[src/rtl/alu_arbiter.sv]
// Shares one combinational ALU among four users, one outstanding operation per user.
// Define ALU_ARB_RR_EN for round-robin arbitration; otherwise fixed priority (user 0 highest).
module alu_arbiter #(
    parameter int DATA_WIDTH = 32,
    parameter int NUM_USERS  = 4
) (
    input  logic                             clk,
    input  logic                             rst,
    input  logic [NUM_USERS-1:0]             req_valid,
    output logic [NUM_USERS-1:0]             req_ready,
    input  logic [NUM_USERS*DATA_WIDTH-1:0]  req_A,
    input  logic [NUM_USERS*DATA_WIDTH-1:0]  req_B,
    input  logic [NUM_USERS*3-1:0]           req_ALUop,
    output logic [DATA_WIDTH-1:0]            alu_A,
    output logic [DATA_WIDTH-1:0]            alu_B,
    output logic [2:0]                       alu_ALUop,
    input  logic [DATA_WIDTH-1:0]            alu_Result,
    input  logic                             alu_Overflow,
    input  logic                             alu_CarryOut,
    input  logic                             alu_Zero,
    output logic [NUM_USERS-1:0]             rsp_valid,
    input  logic [NUM_USERS-1:0]             rsp_ready,
    output logic [NUM_USERS*DATA_WIDTH-1:0]  rsp_Result,
    output logic [NUM_USERS*3-1:0]           rsp_flags
);
    localparam int ID_W = 2;

    typedef enum logic [1:0] {
        IDLE     = 2'd0,
        INFLIGHT = 2'd1,
        DONE     = 2'd2
    } user_state_e;

    user_state_e           state_q [NUM_USERS];
    user_state_e           state_d [NUM_USERS];

    logic                  op_vld_q;
    logic [DATA_WIDTH-1:0] op_a_q;
    logic [DATA_WIDTH-1:0] op_b_q;
    logic [2:0]            op_alu_op_q;
    logic [ID_W-1:0]       op_id_q;

    logic [DATA_WIDTH-1:0] rsp_result_q [NUM_USERS];
    logic [2:0]            rsp_flags_q  [NUM_USERS];

    logic [NUM_USERS-1:0]  eligible;
    logic                  grant_vld;
    logic [ID_W-1:0]       grant_id;
    logic                  handshake;

    always_comb begin
        for (int i = 0; i < NUM_USERS; i++) begin
            eligible[i] = req_valid[i] && (state_q[i] == IDLE);
        end
    end

`ifdef ALU_ARB_RR_EN
    logic [ID_W-1:0] rr_ptr_q;

    // Search starts one past the last winner and wraps through all four users.
    always_comb begin
        // NOTE: every comb output gets a default first so no path leaves it unassigned (no latch).
        grant_vld = 1'b0;
        grant_id  = '0;
        for (int k = 1; k <= NUM_USERS; k++) begin
            if (!grant_vld && eligible[rr_ptr_q + ID_W'(k)]) begin
                grant_vld = 1'b1;
                grant_id  = rr_ptr_q + ID_W'(k);
            end
        end
    end

    always_ff @(posedge clk) begin
        if (rst) begin
            rr_ptr_q <= ID_W'(NUM_USERS - 1);
        end else if (handshake) begin
            rr_ptr_q <= grant_id;
        end
    end
`else
    always_comb begin
        grant_vld = 1'b0;
        grant_id  = '0;
        for (int i = NUM_USERS - 1; i >= 0; i--) begin
            if (eligible[i]) begin
                grant_vld = 1'b1;
                grant_id  = ID_W'(i);
            end
        end
    end
`endif

    // Reset is synchronous, so it must also mask the combinational grant.
    assign handshake = grant_vld && !rst;

    always_comb begin
        req_ready = '0;
        if (handshake) begin
            req_ready[grant_id] = 1'b1;
        end
    end

    always_comb begin
        for (int i = 0; i < NUM_USERS; i++) begin
            state_d[i] = state_q[i];
            case (state_q[i])
                IDLE:     if (handshake && grant_id == ID_W'(i)) state_d[i] = INFLIGHT;
                INFLIGHT: if (op_vld_q && op_id_q == ID_W'(i))   state_d[i] = DONE;
                DONE:     if (rsp_ready[i])                      state_d[i] = IDLE;
                default:  state_d[i] = IDLE;
            endcase
        end
    end

    always_ff @(posedge clk) begin
        if (rst) begin
            // NOTE: non-blocking assignments for all state so every register samples pre-edge values.
            for (int i = 0; i < NUM_USERS; i++) begin
                state_q[i] <= IDLE;
            end
            op_vld_q <= 1'b0;
        end else begin
            for (int i = 0; i < NUM_USERS; i++) begin
                state_q[i] <= state_d[i];
            end
            op_vld_q <= handshake;
        end
    end

    // NOTE: the operand stage has no reset; op_vld gates it onto the ALU port, so stale contents are never seen.
    always_ff @(posedge clk) begin
        if (handshake) begin
            op_a_q      <= req_A[grant_id*DATA_WIDTH +: DATA_WIDTH];
            op_b_q      <= req_B[grant_id*DATA_WIDTH +: DATA_WIDTH];
            op_alu_op_q <= req_ALUop[grant_id*3 +: 3];
            op_id_q     <= grant_id;
        end
    end

    always_ff @(posedge clk) begin
        if (rst) begin
            for (int i = 0; i < NUM_USERS; i++) begin
                rsp_result_q[i] <= '0;
                rsp_flags_q[i]  <= '0;
            end
        end else if (op_vld_q) begin
            rsp_result_q[op_id_q] <= alu_Result;
            rsp_flags_q[op_id_q]  <= {alu_Overflow, alu_CarryOut, alu_Zero};
        end
    end

    assign alu_A     = op_vld_q ? op_a_q      : '0;
    assign alu_B     = op_vld_q ? op_b_q      : '0;
    assign alu_ALUop = op_vld_q ? op_alu_op_q : 3'b000;

    always_comb begin
        rsp_valid  = '0;
        rsp_Result = '0;
        rsp_flags  = '0;
        for (int i = 0; i < NUM_USERS; i++) begin
            rsp_valid[i]                            = (state_q[i] == DONE);
            rsp_Result[i*DATA_WIDTH +: DATA_WIDTH] = rsp_result_q[i];
            rsp_flags[i*3 +: 3]                     = rsp_flags_q[i];
        end
    end

endmodule

[config.mk]
export PLATFORM = sky130hd
export DESIGN_NAME = alu_arbiter
export DESIGN_NICKNAME = d
export VERILOG_FILES = /design/src/rtl/alu_arbiter.sv
export SDC_FILE = /design/constraint.sdc
export NUM_CORES = 1
export LEC_CHECK = 0
export BUFFER_PORTS_ARGS = -buffer_cell sky130_fd_sc_hd__buf_4
export CAP_MARGIN = 20
export CORE_AREA = 2 2 203 205
export DETAILED_ROUTE_END_ITERATION = 16
export DIE_AREA = 0 0 205 207
export MAX_ROUTING_LAYER = met4
export PLACE_DENSITY_LB_ADDON = 0.1
export SLEW_MARGIN = 20
export SYNTH_ARGS = -nofsm -noshare
export SYNTH_HDL_FRONTEND = slang
export SYNTH_SLANG_ARGS = --single-unit
[constraint.sdc]
create_clock -name clk -period 16.2 [get_ports clk]
set_clock_uncertainty 0.2 [all_clocks]
set_input_delay 1.62 -clock clk [delete_from_list [all_inputs] [get_ports clk]]
set_output_delay 1.62 -clock clk [all_outputs]
set_load 0.005 [all_outputs]
==> summary.txt <==
Status
  – Status: completed

Layout
  – Fillers: 4040
  – Nets: 1736
  – Layout overhead on the synthesized area: 46.9%
  – Layout cell share with drive strength beyond 1: 42.7%
  – Finished Cell Area: 16500 sq um

Setup path
  – Slowest CP cell: or3b_4
  – Startpoint Class: input pin
  – Crit Path Max Fanout: 70
  – Kind of critical path: input pin to primary output
  – Most common cell on crit path: buf_4
  – Max stage delay on crit path: 0.97 ns
  – CP delay by family, top: simple AND/OR/NAND/NOR gates
  – Critical-path cell list: buf_4, or3b_4, nand2_1, nor2_1, buf_4
  – Critical path arrival: 3.47 ns
  – WP buf/inv: 2
  – Reg2reg end: rsp_flags_q[2][0]
  – Reg2reg setup slack: 13.13 ns
  – R2r worst-path depth: 4
  – Reg2reg start: op_vld_q
  – WP data required: 14.38 ns
  – Worst Setup End Kind: primary output

GRT
  – Met3 usage: 6.37%
  – Pin count of the biggest net entering global routing: 73
  – Vias in the first global route: 10300
  – Global-route wire length before repair: 65400 um
  – GR peak layer: met2
  – Initial antenna violation count: 1
  – Met1 Usage GRT: 24.0%
  – Gr usage total: 21.0%
  – Grt met2 use: 35.3%
  – Overflow after GRT: 0

Power and ir drop
  – Static Leak: 6.96 nW
  – P per Cell Area: 99.2 nW/um^2
  – VDD IR max: 0.0000987 V

Hold path
  – Worst hold start: state_q[0][1]
  – Worst min-delay path endpoint: state_q[0][0]
  – Hold path cells: 1
  – Worst hold path class: flip-flop to flip-flop

Route
  – Via/cell ratio: 4.96
  – 1st-iter DRT viols: 417
  – Drt drc: 0
  – DRT Wirelength: 45100 um
  – TritonRoute pass-1 iters: 7
  – Post-route antenna net violation count: 0
  – WL per Instance: 22.9 um
  – Vias: 9794

Logic synthesis
  – Post-synth top flop: edfxtp_1
  – FFs w/ async S/R, synth: 0%
  – Synth unique cells: 35
  – Most frequent cell after synthesis: edfxtp_1
  – Area leader, netlist: edfxtp_1
  – Commonest cells in the netlist: 209 x edfxtp_1, 126 x nor4bb_1, 112 x nor2_1
  – Mapped Cells: 961
  – Area share of the largest cell type after synthesis: 56.0%
  – Avg Cell Area, Syn: 11.7 sq um
  – Register area share after synthesis: 57.6%
  – Largest cells by area after synthesis: edfxtp_1 56%, nor4bb_1 11%, o2bb2ai_1 5.2%
  – Post-synth EDFFs: 209
  – Synth warn: 0
  – Post-Syn Area: 11200 sq um
  – Flip-flop and latch count after synthesis: 218
  – Synth Net Count: 1274

Clock network
  – CTS tree: done
  – Post CTS Setup Buffer Count: 0
  – H-tree Lvls: 1
  – Worst skew pair latency: 0.54 ns
  – Clock transition at path regs: 0.06 ns
  – # clock sinks: 218
  – Post-cts resize count: 0
  – CTS max path bufs: 3
  – Cell at the root of the clock tree: clkbuf_16
  – CTS Buf Count: 26
  – Hold buffers post-CTS: 0

Run
  – MaxCap Viol Count: 0

Floorplanning
  – Starting density of the core: 27.7%
  – Core area: 40400 sq um
  – Top-Level Pins: 528
  – Row count: 74
  – Die area: 42400 sq um
  – Die Span X: 205 um
  – Die height: 207 um

STA
  – Min Tclk post-route: 5.29 ns
  – RSZ-0062 raised after global routing: false
  – Final hold vios: 0
  – Setup tns final: 0 ns
  – Worst-Margin Slew: 1.09 ns
  – Fin crit share: 32.6%
  – Final Worst Setup Slack: 10.91 ns
  – Final Max Tran Viols: 0
  – Slew margin rel.: 27.0%
  – Final Setup Violations: 0
  – Fmax: 189 MHz

Placement
  – Pre-CTS WS: 10.80 ns
  – Final GP Congestion: 0.800
  – DPL Wire Length: 30100 um
  – Count of buffers from port buffering: 527
  – Post-DP Area: 15500 sq um
per-stage QoR:
| step | hold slack [ns] | instances | total power, mW | utilization [%] |
|---|---|---|---|---|
| final | 0.298 | 1973 | 1.63 | 40.8 |
| after global routing | 0.323 | 1973 | 1.70 | 40.8 |
| after CTS | 0.300 | 1971 | 1.66 | 40.7 |
| after detailed placement | 0.286 | 1926 | 1.02 | 38.4 |
| after global placement | 0.278 | 1926 | 1.01 | 38.4 |
| after floorplan | 0.242 | 961 | 0.838 | - |
worst max path at each step:
stage	depth (start not counted)	slack [ns]	endpoint	from
floorplan	4	9.36	op_a_q[0]	req_valid[1]
global placement	5	10.83	req_ready[3]	req_valid[2]
detailed placement	5	10.80	req_ready[3]	req_valid[2]
CTS	5	10.80	req_ready[3]	req_valid[2]
global route	5	10.74	req_ready[3]	req_valid[2]
finish	5	10.91	req_ready[3]	req_valid[2]
layer usage:
layer  part of all wire [%]  routed length [um]  up-vias
li1                       -                   -     4570
met3                    9.2                4160       65
met4                    2.7                1200        0
met1                     39               17500     4755
met5                      0                   0        -
met2                     49               22300      404
placed cells by master (no fill, tap or decap), types with 2 or more instances in the layout:
cell,count
buf_4,540
a31o_2,2
o2bb2ai_1,67
edfxtp_1,209
clkbuf_16,27
a211oi_1,60
nor2b_1,5
dfxtp_2,5
a211oi_2,8
clkinv_1,7
nor4bb_1,126
or3_1,2
nand2b_1,3
and4bb_2,8
nand3b_1,2
and2_1,67
nor2_1,112
nand2_1,36
nand4b_1,3
bufinv_16,6
a21o_2,2
dfxtp_1,4
inv_1,39
a21oi_1,5
nand2b_2,3
clkinvlp_4,2
nor3b_1,3
or3b_2,3
nor3_1,2
o21ai_0,68
state kept, by name (all words and copies together), names as in the netlist:
| register | flops |
|---|---|
| op_a_q | 32 |
| op_alu_op_q | 3 |
| op_b_q | 32 |
| op_id_q | 2 |
| op_vld_q | 1 |
| rsp_flags_q | 12 |
| rsp_result_q | 128 |
| state_q | 8 |
cell families (layout without fill, tap and decap cells):
group / count (synthesis) / after routing / share of synthesized area [%]
flops: 218 / 218 / 57.6
compound gates: 217 / 217 / 14.1
buf+inv: 146 / 625 / 5.42
other cells: 0 / 1 / 0
simple gates: 380 / 380 / 22.9
report_power, final:
group | switching [mW] | internal (mW) | leakage [nW] | total, mW
registers | 0.0151 | 0.675 | 2.21 | 0.690
logic | 0.156 | 0.151 | 4.31 | 0.308
clock network | 0.240 | 0.395 | 0.438 | 0.634
total | 0.411 | 1.22 | 6.96 | 1.63
layout make-up:
type | count | area (sq um) | area share, %
Antenna cell | 1 | 2.50 | 0.0152
Clock inverter | 17 | 235 | 1.43
Timing Repair Buffer | 541 | 4070 | 24.8
Clock buffer | 28 | 679 | 4.13
Sequential cell | 218 | 6460 | 39.3
Multi-Input combinational cell | 597 | 4190 | 25.5
Tap cell | 532 | 666 | 4.05
Inverter | 39 | 146 | 0.890
(Power assumes the default switching activity.)
